<file path="src/rtl/pzx_sram_loader.sv">
`default_nettype none
// ============================================================================
//  Module   : pzx_sram_loader
//  Purpose  : Upstream feeder for pzx_player. Bytes written by the Z80 through
//             the ZX-UNO register port are queued in a 4-deep FIFO. Each byte
//             is written to external SRAM as a timed asynchronous write cycle
//             (SETUP / PULSE / HOLD). A 21-bit pointer auto-increments after
//             every byte. The loader claims the SRAM bus only while the player
//             is not playing.
//  Ports    :
//    clk          system clock (28 MHz)
//    rst_n        synchronous active-low reset
//    zxuno_addr   selected ZX-UNO register number
//    zxuno_regrd  one-clock register read strobe
//    zxuno_regwr  one-clock register write strobe
//    din          CPU write data
//    dout         status byte (valid while oe_n = 0)
//    oe_n         low while the status register is being read
//    playing      player active; no new SRAM cycle may start while high
//    sram_req     loader owns the SRAM bus (mux select)
//    sram_addr    SRAM address
//    sram_dout    SRAM write data
//    sram_we_n    SRAM write enable, active low
//    busy         FIFO non-empty or write engine active
//  Revision : 1.0 - initial release
// ============================================================================
module pzx_sram_loader #(
  parameter logic [7:0]  REG_ADDR  = 8'hE8,
  parameter logic [7:0]  REG_DATA  = 8'hE9,
  parameter logic [7:0]  REG_STAT  = 8'hEA,
  parameter int unsigned WE_CYCLES = 2
) (
  input  logic        clk,
  input  logic        rst_n,
  input  logic [7:0]  zxuno_addr,
  input  logic        zxuno_regrd,
  input  logic        zxuno_regwr,
  input  logic [7:0]  din,
  output logic [7:0]  dout,
  output logic        oe_n,
  input  logic        playing,
  output logic        sram_req,
  output logic [20:0] sram_addr,
  output logic [7:0]  sram_dout,
  output logic        sram_we_n,
  output logic        busy
);

  localparam logic [2:0] c_fifo_depth = 3'd4;
  localparam logic [2:0] c_pulse_last = 3'(WE_CYCLES - 1);

  typedef enum logic [1:0] {
    ST_IDLE  = 2'd0,
    ST_SETUP = 2'd1,
    ST_PULSE = 2'd2,
    ST_HOLD  = 2'd3
  } state_t;

  state_t      r_state;
  state_t      w_state_next;

  logic [20:0] r_ptr;
  logic [20:0] w_ptr_next;
  logic [7:0]  r_mem [0:3];
  logic [1:0]  r_wr_idx;
  logic [1:0]  r_rd_idx;
  logic [1:0]  w_rd_idx_inc;
  logic [2:0]  r_count;
  logic [2:0]  w_count_next;
  logic [2:0]  r_pulse_cnt;
  logic        r_ovf;
  logic        r_addr_err;
  logic        r_busy;
  logic        r_sram_req;
  logic        r_we_n;
  logic [20:0] r_sram_addr;
  logic [7:0]  r_sram_dout;

  logic        w_addr_wr;
  logic        w_data_wr;
  logic        w_stat_rd;
  logic        w_full;
  logic        w_empty;
  logic        w_pop;
  logic        w_push;
  logic        w_drop;
  logic        w_addr_load;
  logic        w_addr_rej;

  // --------------------------------------------------------------------------
  // Register-port decode
  // --------------------------------------------------------------------------
  assign w_addr_wr = zxuno_regwr && (zxuno_addr == REG_ADDR);
  assign w_data_wr = zxuno_regwr && (zxuno_addr == REG_DATA);
  assign w_stat_rd = zxuno_regrd && (zxuno_addr == REG_STAT);

  assign w_full  = (r_count == c_fifo_depth);
  assign w_empty = (r_count == 3'd0);

  // HOLD always lasts exactly one clock, so leaving it is the same as being in it.
  assign w_pop = (r_state == ST_HOLD);

  // A full FIFO still accepts a byte when the head leaves on the same edge.
  assign w_push = w_data_wr && (!w_full || w_pop);
  assign w_drop = w_data_wr && w_full && !w_pop;

  // The pointer may only be reloaded while nothing is queued or in flight,
  // otherwise queued bytes would land at an unexpected address.
  assign w_addr_load = w_addr_wr && !r_busy;
  assign w_addr_rej  = w_addr_wr && r_busy;

  assign w_rd_idx_inc = r_rd_idx + 2'd1;

  always_comb begin
    w_count_next = r_count;
    case ({w_push, w_pop})
      2'b10:   w_count_next = r_count + 3'd1;
      2'b01:   w_count_next = r_count - 3'd1;
      default: w_count_next = r_count;
    endcase
  end

  // Pointer wraps naturally from 21'h1FFFFF to 0 through the 21-bit add.
  always_comb begin
    w_ptr_next = r_ptr;
    if (w_pop) begin
      w_ptr_next = r_ptr + 21'd1;
    end else if (w_addr_load) begin
      w_ptr_next = {r_ptr[12:0], din};
    end
  end

  // --------------------------------------------------------------------------
  // Write engine: next-state logic
  // --------------------------------------------------------------------------
  always_comb begin
    w_state_next = r_state;
    case (r_state)
      ST_IDLE: begin
        if (!w_empty && !playing) begin
          w_state_next = ST_SETUP;
        end
      end
      ST_SETUP: begin
        w_state_next = ST_PULSE;
      end
      ST_PULSE: begin
        if (r_pulse_cnt == c_pulse_last) begin
          w_state_next = ST_HOLD;
        end
      end
      ST_HOLD: begin
        // The head is popped on this edge, so another byte needs count >= 2.
        if ((r_count >= 3'd2) && !playing) begin
          w_state_next = ST_SETUP;
        end else begin
          w_state_next = ST_IDLE;
        end
      end
      default: begin
        w_state_next = ST_IDLE;
      end
    endcase
  end

  // --------------------------------------------------------------------------
  // FIFO storage (contents need no reset; the indices define validity)
  // --------------------------------------------------------------------------
  always_ff @(posedge clk) begin
    if (w_push) begin
      r_mem[r_wr_idx] <= din;
    end
  end

  // --------------------------------------------------------------------------
  // State, pointer, FIFO control, sticky flags and registered bus outputs
  // --------------------------------------------------------------------------
  always_ff @(posedge clk) begin
    if (!rst_n) begin
      r_state     <= ST_IDLE;
      r_pulse_cnt <= 3'd0;
      r_ptr       <= 21'd0;
      r_wr_idx    <= 2'd0;
      r_rd_idx    <= 2'd0;
      r_count     <= 3'd0;
      r_ovf       <= 1'b0;
      r_addr_err  <= 1'b0;
      r_busy      <= 1'b0;
      r_sram_req  <= 1'b0;
      r_we_n      <= 1'b1;
      r_sram_addr <= 21'd0;
      r_sram_dout <= 8'd0;
    end else begin
      r_state <= w_state_next;

      if ((r_state == ST_PULSE) && (w_state_next == ST_PULSE)) begin
        r_pulse_cnt <= r_pulse_cnt + 3'd1;
      end else begin
        r_pulse_cnt <= 3'd0;
      end

      if (w_push) begin
        r_wr_idx <= r_wr_idx + 2'd1;
      end
      if (w_pop) begin
        r_rd_idx <= w_rd_idx_inc;
      end
      r_count <= w_count_next;
      r_ptr   <= w_ptr_next;

      // Status read clears the sticky flags, but a new event on the same edge wins.
      r_ovf      <= w_drop     || (r_ovf      && !w_stat_rd);
      r_addr_err <= w_addr_rej || (r_addr_err && !w_stat_rd);

      // Outputs are decoded from the next state so they change on the same
      // edge as the state itself.
      r_sram_req <= (w_state_next != ST_IDLE);
      r_we_n     <= (w_state_next != ST_PULSE);
      r_busy     <= (w_count_next != 3'd0) || (w_state_next != ST_IDLE);

      // Address and data are latched once on entry to SETUP and then held
      // through PULSE and HOLD. Coming from HOLD, the head is being popped,
      // so the byte behind it is the one to present.
      if (w_state_next == ST_SETUP) begin
        r_sram_addr <= w_ptr_next;
        r_sram_dout <= w_pop ? r_mem[w_rd_idx_inc] : r_mem[r_rd_idx];
      end
    end
  end

  // --------------------------------------------------------------------------
  // Outputs
  // --------------------------------------------------------------------------
  assign dout      = {w_full, ~r_busy, r_ovf, r_addr_err, playing, r_count};
  assign oe_n      = ~w_stat_rd;
  assign sram_req  = r_sram_req;
  assign sram_addr = r_sram_addr;
  assign sram_dout = r_sram_dout;
  assign sram_we_n = r_we_n;
  assign busy      = r_busy;

endmodule
`default_nettype wire
</file>
<file path="config.mk">
export PLATFORM = sky130hd
export DESIGN_NAME = pzx_sram_loader
export DESIGN_NICKNAME = d
export VERILOG_FILES = /design/src/rtl/pzx_sram_loader.sv
export SDC_FILE = /design/constraint.sdc
export NUM_CORES = 1
export LEC_CHECK = 0
export ABC_AREA = 1
export ABC_CLOCK_PERIOD_IN_PS = 4700
export CAP_MARGIN = 15
export CORE_MARGIN = 8
export CORE_UTILIZATION = 45
export CTS_BUF_LIST = sky130_fd_sc_hd__clkbuf_4 sky130_fd_sc_hd__clkbuf_8
export CTS_CLUSTER_SIZE = 14
export DETAILED_ROUTE_END_ITERATION = 16
export GPL_TIMING_DRIVEN = 0
export MAX_ROUTING_LAYER = met4
export PLACE_DENSITY = 0.67
export SKIP_CTS_REPAIR_TIMING = 1
export SLEW_MARGIN = 30
export SYNTH_ARGS = -nofsm -noshare
export SYNTH_HDL_FRONTEND = slang
export SYNTH_SLANG_ARGS = --single-unit
</file>
<file path="constraint.sdc">
create_clock -name clk -period 4.7 [get_ports clk]
set_input_delay 0.94 -clock clk [delete_from_list [all_inputs] [get_ports clk]]
set_output_delay 0.94 -clock clk [all_outputs]
set_load 0.005 [all_outputs]
</file>
==> results_dict.tcl <==
set metrics [dict create \
    dieArea_um2 15300 \
    cts_buffers 9 \
    io_pins 62 \
    pwr-share-clk_pct 21.7 \
    syn_nets 689 \
    holdCritPathClass "flop to flop" \
    portBuffers 60 \
    p_sw_share_pct 35.9 \
    detail_route.wl_per_cell_um 15.7 \
    insertion_delay_ns 0.37 \
    power_density_nw_per_um2 445 \
    die_h_um 124 \
    switchingPower_mw 0.990 \
    drc 0 \
    end_kind "output port" \
    drive_above_1_share_pct 9.55 \
    root_buffer "clkbuf_8" \
    rows 39 \
    wl_met2_um 6650 \
    timing.final.ws_setup_ns 1.39 \
    seqPwrFrac_pct 37.9 \
    syn-mean-instance-area_um2 7.93 \
    antenna_found_initial 0 \
    synth_top_area_share_pct 26.5 \
    diodes 0 \
    dpl_cell_area_um2 5990 \
    dp_hpwl_um 10400 \
    fin_crit_ns 3.31 \
    drv_cap 0 \
    cts_tree "built" \
    gp_congestion 0.936 \
    clkSinkCount 101 \
    placed_cells 860 \
    ant_nets 0 \
    grt-ovfl-total 0 \
    dr.max_layer_used "met4" \
    routed_wl_um 13800 \
    setup_tns_ns 0 \
    synth_top_area_cell "dfxtp_1" \
    dr_total_vias 4619 \
    tightest_slew_ns 0.909 \
    crit_path_max_fanout 3 \
    dr.pass1.iters 5 \
    clock_path_buffers 2 \
    synth-seq-area-share_pct 45.0 \
    start_util_pct 45.8 \
    grt_setup_unrepaired "false" \
    synth_cell_type_count 38 \
    synth_edf_count 32 \
    drv_slew 0 \
    die_w_um 124 \
    status "finished clean" \
    internal_power_mw 1.77 \
    finClkSkew_ns 0.00615 \
    fillers 1076 \
    avgViaCountPerCell 5.27 \
    hold_viol_final 0 \
    slew_headroom_pct 39.2 \
    grt_usage_pct 19.2 \
    required_ns 3.76 \
    ys_warn_count 0 \
    p_leak_nw 2.63 \
    crit_arrival_ns 2.37 \
    stdcell_count 876 \
    met1Wirelength_um 6120 \
    wl_met3_um 781 \
    layout.nets 760 \
    synth-async-reset-ratio_pct 0 \
    clock.fmax_mhz 303 \
    ir_drop_mv 0.383 \
    dominantRegCellSynth "dfxtp_1" \
    clk_pin_slew_ns 0.09 \
    drtIter0Drc 391 \
    netlist_instances 657 \
    core_um2 11400 \
    path_class "input port to output port" \
    syn_area_um2 5210 \
    grt_pass1_wl_um 22100 \
    dp_slack_ns 1.37 \
    area_growth_pct 19.1 \
    combPwrFrac_pct 40.4 \
    grt_max_degree 17 \
    setup_violations 0 \
    cp-start-kind "input port" \
    finalCritPeriodShare_pct 70.3 \
    yosys-top-cells-area "dfxtp_1 27%, edfxtp_1 18%, nand2_1 10%" \
    grt_pass1_vias 4463 \
    synth_seq_cells 101 \
    final_area_um2 6200 \
    htree_levels 3 \
]
[cell usage after synthesis, drive strengths merged (2+ instances only)]
cell type / count
nand2: 144
inv: 97
dfxtp: 69
nand3: 63
o21ai: 48
a21oi: 46
nor2: 40
edfxtp: 32
buf: 22
o21a: 21
o211ai: 16
clkbuf: 10
ha: 10
nand4: 8
nor3: 8
a22oi: 5
xor2: 4
nand3b: 3
o22ai: 3
o21bai: 2
xnor2: 2
[logic make-up after synthesis]
kind of cell / synth area share [%]
adder cells (fa/ha/maj): 2.79
flip-flops: 45.0
buffers and inverters: 10.7
XOR/XNOR: 1.01
AND/OR/NAND/NOR: 23.3
AO/OA/AOI/OAI: 17.2
[layout by cell type, fill, tap and decap left out, drive strengths merged]
master	n
dfxtp	69
o21bai	2
nor2	40
nor3	8
fa	1
a21o	1
xor2	4
xnor2	2
clkinv	3
o211ai	16
clkbuf	19
or2	1
buf	22
clkinvlp	2
nand3	63
bufinv	2
o22ai	3
nand4	8
a31oi	1
inv	97
ha	10
edfxtp	32
o21ai	48
o21a	21
clkdlybuf4s50	60
nand3b	3
a22oi	5
nand2	144
a21oi	46
[worst max-delay path, stage by stage]
cell,delay (ns)
clkdlybuf4s50_1,0.46
inv_1,0.04
nor2_2,0.08
nand2_2,0.09
nor3_1,0.14
nand3_1,0.13
clkdlybuf4s50_1,0.48
[stage by stage]
stage          util [%]  power [mW]  hold slack [ns]
3_5_place_dp       52.7        2.19            0.446
5_1_grt            54.6        2.94            0.485
4_1_cts            54.6        2.79            0.464
3_3_place_gp       52.7        2.17            0.432
2_1_floorplan         -        1.77            0.421
6_report           54.6        2.76            0.460
[worst paths after layout]
| check | from | cells after the start | slack [ns] | to |
|---|---|---|---|---|
| worst min-delay path | r_pulse_cnt[0] | 1 | 0.46 | r_pulse_cnt[0] |
| worst max register to register | r_state[1] | 6 | 2.50 | r_mem[2][7] |
| worst max-delay path | zxuno_addr[5] | 7 | 1.39 | oe_n |
| worst min register to register | r_pulse_cnt[0] | 1 | 0.46 | r_pulse_cnt[0] |
[final cells by class]
cell class / instances / area [um2] / area share, %
Buffer: 32 / 193 / 3.11
Clock buffer: 9 / 124 / 2.00
Sequential cell: 101 / 2340 / 37.8
Clock inverter: 7 / 90.1 / 1.45
Inverter: 97 / 364 / 5.87
Tap cell: 143 / 179 / 2.88
Timing Repair Buffer: 60 / 601 / 9.68
Multi-Input combinational cell: 427 / 2310 / 37.3
[power by group through the flow]
stage	Clock (mW)	Sequential, mW	Combinational, mW
6_report	0.599	1.05	1.12
5_1_grt	0.650	1.06	1.23
4_1_cts	0.613	1.05	1.13
3_5_place_dp	0	1.07	1.12
3_3_place_gp	0	1.06	1.10
2_1_floorplan	0	1.07	0.700
[routing by layer]
layer	vias to the layer above	global-route usage (%)
met4	0	7.00
met2	149	31.9
met5	-	-
met1	2141	23.1
li1	2312	-
met3	17	3.04
[registers in the layout, indices dropped and copies added (netlist names), 2 cells and up, named ones only]
register,flops
r_rd_idx,2
sram_dout,8
r_pulse_cnt,3
r_mem,32
r_state,2
r_wr_idx,2
sram_addr,21
r_count,3
r_ptr,21
(Power assumes the default switching activity.)
